### src/rtl/arm_encoder.sv
// ARM instruction encoder: takes decoded data-processing or multiply fields
// over a valid/ready handshake and assembles the 32-bit instruction word.
// Immediate constants are folded into rotated-imm8 form by a search that
// tries one rotation per cycle. Each word is tagged with a byte address.
module arm_encoder #(
  parameter int          ADDR_W    = 8,
  parameter logic [31:0] BASE_ADDR = 32'd0
) (
  input  logic              clk,
  input  logic              rst_n,
  input  logic              req_valid,
  output logic              req_ready,
  input  logic              kind,
  input  logic [3:0]        cond,
  input  logic [3:0]        opcode,
  input  logic              s_bit,
  input  logic [3:0]        rn,
  input  logic [3:0]        rd,
  input  logic [3:0]        rm,
  input  logic [3:0]        rs,
  input  logic [1:0]        op2_mode,
  input  logic [31:0]       imm_value,
  input  logic [1:0]        shift_type,
  input  logic [4:0]        shift_amt,
  input  logic [2:0]        mul_op,
  output logic              out_valid,
  input  logic              out_ready,
  output logic [31:0]       instr,
  output logic [ADDR_W-1:0] out_addr,
  output logic              out_err
);

  typedef enum logic [1:0] {
    IDLE       = 2'd0,
    IMM_SEARCH = 2'd1,
    EMIT       = 2'd2
  } state_t;

  state_t state, state_next;

  // Captured request fields
  logic              kind_reg;
  logic [3:0]        cond_reg;
  logic [3:0]        opcode_reg;
  logic              s_bit_reg;
  logic [3:0]        rn_reg;
  logic [3:0]        rd_reg;
  logic [3:0]        rm_reg;
  logic [3:0]        rs_reg;
  logic [1:0]        op2_mode_reg;
  logic [31:0]       imm_value_reg;
  logic [1:0]        shift_type_reg;
  logic [4:0]        shift_amt_reg;
  logic [2:0]        mul_op_reg;

  // Search / result state
  logic [3:0]        r_reg;
  logic [3:0]        rot_reg;
  logic [7:0]        imm8_reg;
  logic              err_reg;
  logic [ADDR_W-1:0] addr_reg;

  logic [31:0]       cand;
  logic              cand_fits;
  logic              req_bad;
  logic              accept;
  logic              mul_ok;

  logic              is_compare;
  logic              is_move;
  logic              s_eff;
  logic [3:0]        rd_eff;
  logic [3:0]        rn_eff;
  logic [11:0]       op2;
  logic [31:0]       word_dp;
  logic [31:0]       word_mul;

  assign accept   = (state == IDLE) && req_valid;
  assign out_addr = addr_reg;

  // Candidate for the current rotation: imm rotated left by 2*r. A shift by 32
  // yields zero, which makes r=0 fall out of the same expression.
  always_comb begin
    cand      = (imm_value_reg << {r_reg, 1'b0})
              | (imm_value_reg >> (6'd32 - {1'b0, r_reg, 1'b0}));
    cand_fits = (cand[31:8] == 24'd0);
  end

  // Requests that can be rejected straight away, judged on the live inputs
  always_comb begin
    case (mul_op)
      3'b000, 3'b001, 3'b100, 3'b110: mul_ok = 1'b1;
      default:                        mul_ok = 1'b0;
    endcase
    req_bad = kind ? !mul_ok : (op2_mode == 2'd3);
  end

  // State register
  always_ff @(posedge clk or negedge rst_n) begin
    if (!rst_n) state <= IDLE;
    else        state <= state_next;
  end

  // Next-state logic
  always_comb begin
    state_next = state;
    case (state)
      IDLE:       if (req_valid) state_next = (!kind && op2_mode == 2'd0) ? IMM_SEARCH : EMIT;
      IMM_SEARCH: if (cand_fits || r_reg == 4'd15) state_next = EMIT;
      EMIT:       if (out_ready) state_next = IDLE;
      default:    state_next = IDLE;
    endcase
  end

  // Request capture, rotation search and address counter
  always_ff @(posedge clk or negedge rst_n) begin
    if (!rst_n) begin
      kind_reg       <= 1'b0;
      cond_reg       <= 4'd0;
      opcode_reg     <= 4'd0;
      s_bit_reg      <= 1'b0;
      rn_reg         <= 4'd0;
      rd_reg         <= 4'd0;
      rm_reg         <= 4'd0;
      rs_reg         <= 4'd0;
      op2_mode_reg   <= 2'd0;
      imm_value_reg  <= 32'd0;
      shift_type_reg <= 2'd0;
      shift_amt_reg  <= 5'd0;
      mul_op_reg     <= 3'd0;
      r_reg          <= 4'd0;
      rot_reg        <= 4'd0;
      imm8_reg       <= 8'd0;
      err_reg        <= 1'b0;
      addr_reg       <= ADDR_W'(BASE_ADDR);
    end else begin
      if (accept) begin
        kind_reg       <= kind;
        cond_reg       <= cond;
        opcode_reg     <= opcode;
        s_bit_reg      <= s_bit;
        rn_reg         <= rn;
        rd_reg         <= rd;
        rm_reg         <= rm;
        rs_reg         <= rs;
        op2_mode_reg   <= op2_mode;
        imm_value_reg  <= imm_value;
        shift_type_reg <= shift_type;
        shift_amt_reg  <= shift_amt;
        mul_op_reg     <= mul_op;
        r_reg          <= 4'd0;
        err_reg        <= req_bad;
      end
      if (state == IMM_SEARCH) begin
        // First fitting rotation wins because the state leaves on that cycle
        if (cand_fits) begin
          imm8_reg <= cand[7:0];
          rot_reg  <= r_reg;
        end else if (r_reg == 4'd15) begin
          err_reg <= 1'b1;
        end
        r_reg <= r_reg + 4'd1;
      end
      // Erroneous words consume no address
      if (state == EMIT && out_ready && !err_reg) begin
        addr_reg <= addr_reg + ADDR_W'(4);
      end
    end
  end

  // Assemble both instruction formats from the captured fields
  always_comb begin
    is_compare = (opcode_reg[3:2] == 2'b10);
    is_move    = (opcode_reg == 4'hD) || (opcode_reg == 4'hF);
    s_eff      = s_bit_reg | is_compare;
    rd_eff     = is_compare ? 4'd0 : rd_reg;
    rn_eff     = is_move ? 4'd0 : rn_reg;
    case (op2_mode_reg)
      2'd0:    op2 = {rot_reg, imm8_reg};
      2'd1:    op2 = {shift_amt_reg, shift_type_reg, 1'b0, rm_reg};
      2'd2:    op2 = {rs_reg, 1'b0, shift_type_reg, 1'b1, rm_reg};
      default: op2 = 12'd0;
    endcase
    word_dp  = {cond_reg, 2'b00, (op2_mode_reg == 2'd0), opcode_reg, s_eff,
                rn_eff, rd_eff, op2};
    word_mul = {cond_reg, 4'b0000, mul_op_reg, s_bit_reg, rd_reg, rn_reg,
                rs_reg, 4'b1001, rm_reg};
  end

  // Handshake and result outputs; instr reads zero outside EMIT and on error
  always_comb begin
    req_ready = (state == IDLE);
    out_valid = (state == EMIT);
    out_err   = (state == EMIT) && err_reg;
    instr     = 32'd0;
    if (state == EMIT && !err_reg) begin
      instr = kind_reg ? word_mul : word_dp;
    end
  end

endmodule

### config.mk
export PLATFORM = sky130hd
export DESIGN_NAME = arm_encoder
export DESIGN_NICKNAME = d
export VERILOG_FILES = /design/src/rtl/arm_encoder.sv
export SDC_FILE = /design/constraint.sdc
export NUM_CORES = 1
export LEC_CHECK = 0
export BUFFER_PORTS_ARGS = -buffer_cell sky130_fd_sc_hd__buf_4
export CAP_MARGIN = 20
export CORE_ASPECT_RATIO = 0.8
export CORE_MARGIN = 4
export CORE_UTILIZATION = 50
export DETAILED_ROUTE_END_ITERATION = 6
export PLACE_DENSITY = 0.7
export SKIP_LAST_GASP = 1
export SLEW_MARGIN = 20
export SYNTH_ARGS = -nofsm -noshare
export SYNTH_HDL_FRONTEND = slang
export SYNTH_SLANG_ARGS = --single-unit
### constraint.sdc
create_clock -name clk -period 6 [get_ports clk]
set_input_delay 1.2 -clock clk [delete_from_list [all_inputs] [get_ports clk]]
set_output_delay 1.2 -clock clk [all_outputs]
set_load 0.02 [all_outputs]
==> results.toml <==
[sta]
fmax_ghz = 0.256
period_minus_slack_ns = 3.90
setup_viol = 0
hold_viol = 0
fin_hold_ws_ns = 0.469
setup_ws_ns = 2.10
finClkSkew_ns = 0.00512
tightestPinTransition_ns = 0.984
setup_tns_ns = 0
relSlewSlack = 0.344
rsz0062_at_grt = "false"
fin_crit_sh = 0.650
slew_violations = 0

[floorplan]
core_mm2 = 0.0118
die_area_mm2 = 0.0142
row_count = 35
dieHeight_um = 107
start_util = 0.524
die_w_um = 132
ios = 117

[grt]
grt_pass1_vias = 5029
antenna_found_initial = 0
grt_max_degree = 84
grt_overflow_total = 0
grtUsageTotal = 0.228
grt_pass1_wl_um = 26400

[power_and_ir_drop]
power_frac_clock = 0.160
power_switching_mw = 1.79
switching_share = 0.432
power_frac_seq = 0.314
p_leak_nw = 3.14
peakVddDrop_mv = 0.301
p_per_area_mw_per_mm2 = 563
power_frac_comb = 0.526
p_int_mw = 2.35

[clock_tree]
clkLatencyLatePin_ns = 0.35
clk_pin_slew_ns = 0.07
cts_resized = 0
cts_inserted_buffers = 9
root_buffer = "clkbuf_16"
postCtsHoldBufs = 0
cts-htree-levels = 3
cts_tree = "yes"
clkSinkCount = 95
clock_path_buffers = 2
cts_setup_buffers = 0

[yosys]
async_flop_share = 1.00
synth_area_leaders = "dfrtp_1, mux2_2, mux2i_1"
yosysTopAreaCellShare = 0.385
synth_ff_type = "dfrtp_1"
synthCells = 600
yosysUniqueCellTypes = 57
ys_seq_area_frac = 0.385
syn_avg_cell_area_um2 = 10.3
netlist_area_mm2 = 0.00617
synth_enable_flop_cells = 0
yosysWarnings = 0
ys_ff_latch = 95
yosys.area.top_type = "dfrtp_1"

[route]
num_vias = 5040
ant_nets = 0
viasPerCell = 6.02
initialDrtViolationCount = 548
wl_um = 16000
drc = 0
first_pass_iters = 5
routedWlPerCell_um = 19.1

[setup_path]
cp.required_ns = 6.23
critical_path_class = "flip-flop to flip-flop"
worst_ep_arrival_time_ns = 4.14
worstSetupStartpointType = "flip-flop"
end_kind = "flip-flop"
worst-path-max-fanout = 36

[placement]
placedInstanceArea_mm2 = 0.00701
numPortBuffers = 112
dp_slack_ns = 1.81
gp_congestion = 0.878
place_hpwl_um = 11300

[final_layout]
largest_reg_flops = 32
layout-drive-gt1-share = 0.370
stdcell_area_mm2 = 0.00736
n_fill_cell = 996
final_nets = 761
utilization = 0.624
area_growth_pct = 19.2
antenna_cells = 0

[flow_run]
max-cap-violations = 0

[status]
outcome = "finished, final reports clean"

[hold_path]
hold_path.class = "flip-flop to flip-flop"
-- cell type report --
type / count / area [µm²] / share of cell area
multi-input cells: 451 / 3510 / 0.478
repair buffers: 121 / 912 / 0.124
clock inverters: 7 / 118 / 0.0160
flip-flops and latches: 95 / 2380 / 0.323
well taps: 148 / 185 / 0.0252
clock buffers: 9 / 225 / 0.0306
inverters: 6 / 22.5 / 0.00306
-- path summary, 6_finish.rpt --
kind | startpoint | endpoint | slack [ns] | depth (start not counted)
max reg2reg | r_reg[0]$_DFFE_PN0P_ | imm8_reg[6]$_DFFE_PN0P_ | 2.10 | 10
max | r_reg[0]$_DFFE_PN0P_ | imm8_reg[6]$_DFFE_PN0P_ | 2.10 | 10
min | out_addr[7]$_DFFE_PN0P_ | out_addr[7]$_DFFE_PN0P_ | 0.47 | 1
min in group asynchronous | rst_n | out_addr[2]$_DFFE_PN0P_ | 0.69 | 1
min reg2reg | out_addr[7]$_DFFE_PN0P_ | out_addr[7]$_DFFE_PN0P_ | 0.47 | 1
max in group asynchronous | rst_n | r_reg[0]$_DFFE_PN0P_ | 4.34 | 2
-- cells in the mapped netlist, types with 2 or more instances --
master	count
a21o_1	2
o221a_2	2
xnor2_1	4
a211oi_1	8
mux2i_1	38
dfrtp_1	95
a21oi_1	36
nor2_1	70
nor3_2	2
buf_4	7
nand2b_1	8
or2_2	2
o31ai_1	2
a31oi_1	3
o21bai_1	2
and2_1	5
o221ai_1	3
o21ai_0	21
nor3b_1	10
mux2_2	75
inv_1	6
o211ai_1	7
nor3_1	24
buf_2	8
mux4_2	15
a22oi_1	7
nor2b_1	7
ha_1	3
xor2_1	4
buf_6	6
nor4_1	6
nand2_1	32
a2111oi_2	3
a32o_1	5
nand3_1	11
mux2_4	10
clkbuf_1	29
o22ai_1	3
-- power by group through the flow --
stage	combinational, mW	clock [mW]	sequential [mW]
2_1_floorplan	1.71	0	1.14
3_3_place_gp	2.11	0	1.29
3_5_place_dp	2.15	0	1.30
4_1_cts	2.16	0.684	1.29
5_1_grt	2.38	0.709	1.35
6_report	2.18	0.664	1.30
-- cells in the final DEF, fill, tap and decap left out, types with 15 or more instances in the layout --
master	netlist	routed
nand2_1	32	32
buf_4	7	120
dfrtp_1	95	94
nor2_1	70	70
mux2_2	75	75
nor3_1	24	23
a21oi_1	36	36
o21ai_0	21	21
mux4_2	15	15
mux2i_1	38	38
-- through the flow --
stage | cells | power [mW]
floorplan | 603 | 2.85
global placement | 821 | 3.40
detailed placement | 821 | 3.46
CTS | 837 | 4.14
global route | 837 | 4.43
finish | 837 | 4.14
-- logic make-up (layout without fill, tap and decap cells) --
| kind of cell | count (synthesis) | after routing | share of synthesized area |
|---|---|---|---|
| xor+xnor | 8 | 8 | 0.0114 |
| flops | 95 | 95 | 0.385 |
| mux | 138 | 138 | 0.278 |
| fa+ha+maj | 3 | 3 | 0.00609 |
| other cells | 1 | 4 | 0.000608 |
| buf+inv | 57 | 143 | 0.0479 |
| compound gates | 117 | 117 | 0.130 |
| simple gates | 181 | 181 | 0.141 |
-- layer usage --
| layer | vias up | track usage | routed length, µm |
|---|---|---|---|
| met4 | 0 | 0.0556 | 195 |
| met5 | - | 0 | 0 |
| met3 | 17 | 0.0477 | 958 |
| met1 | 2477 | 0.337 | 7510 |
| met2 | 167 | 0.344 | 7300 |
| li1 | 2379 | - | - |
-- worst max-delay path: stages, from the launching register on --
cell and delay (ns):
dfrtp_2 0.40, inv_1 0.39, ha_2 0.75, buf_4 0.31
mux2i_1 0.29, mux2i_1 0.13, nor2_1 0.20, nand4_1 0.12
a22oi_2 0.26, nand4_2 0.46, mux2_4 0.46
Note: power is estimated with default switching activity, not from simulation.
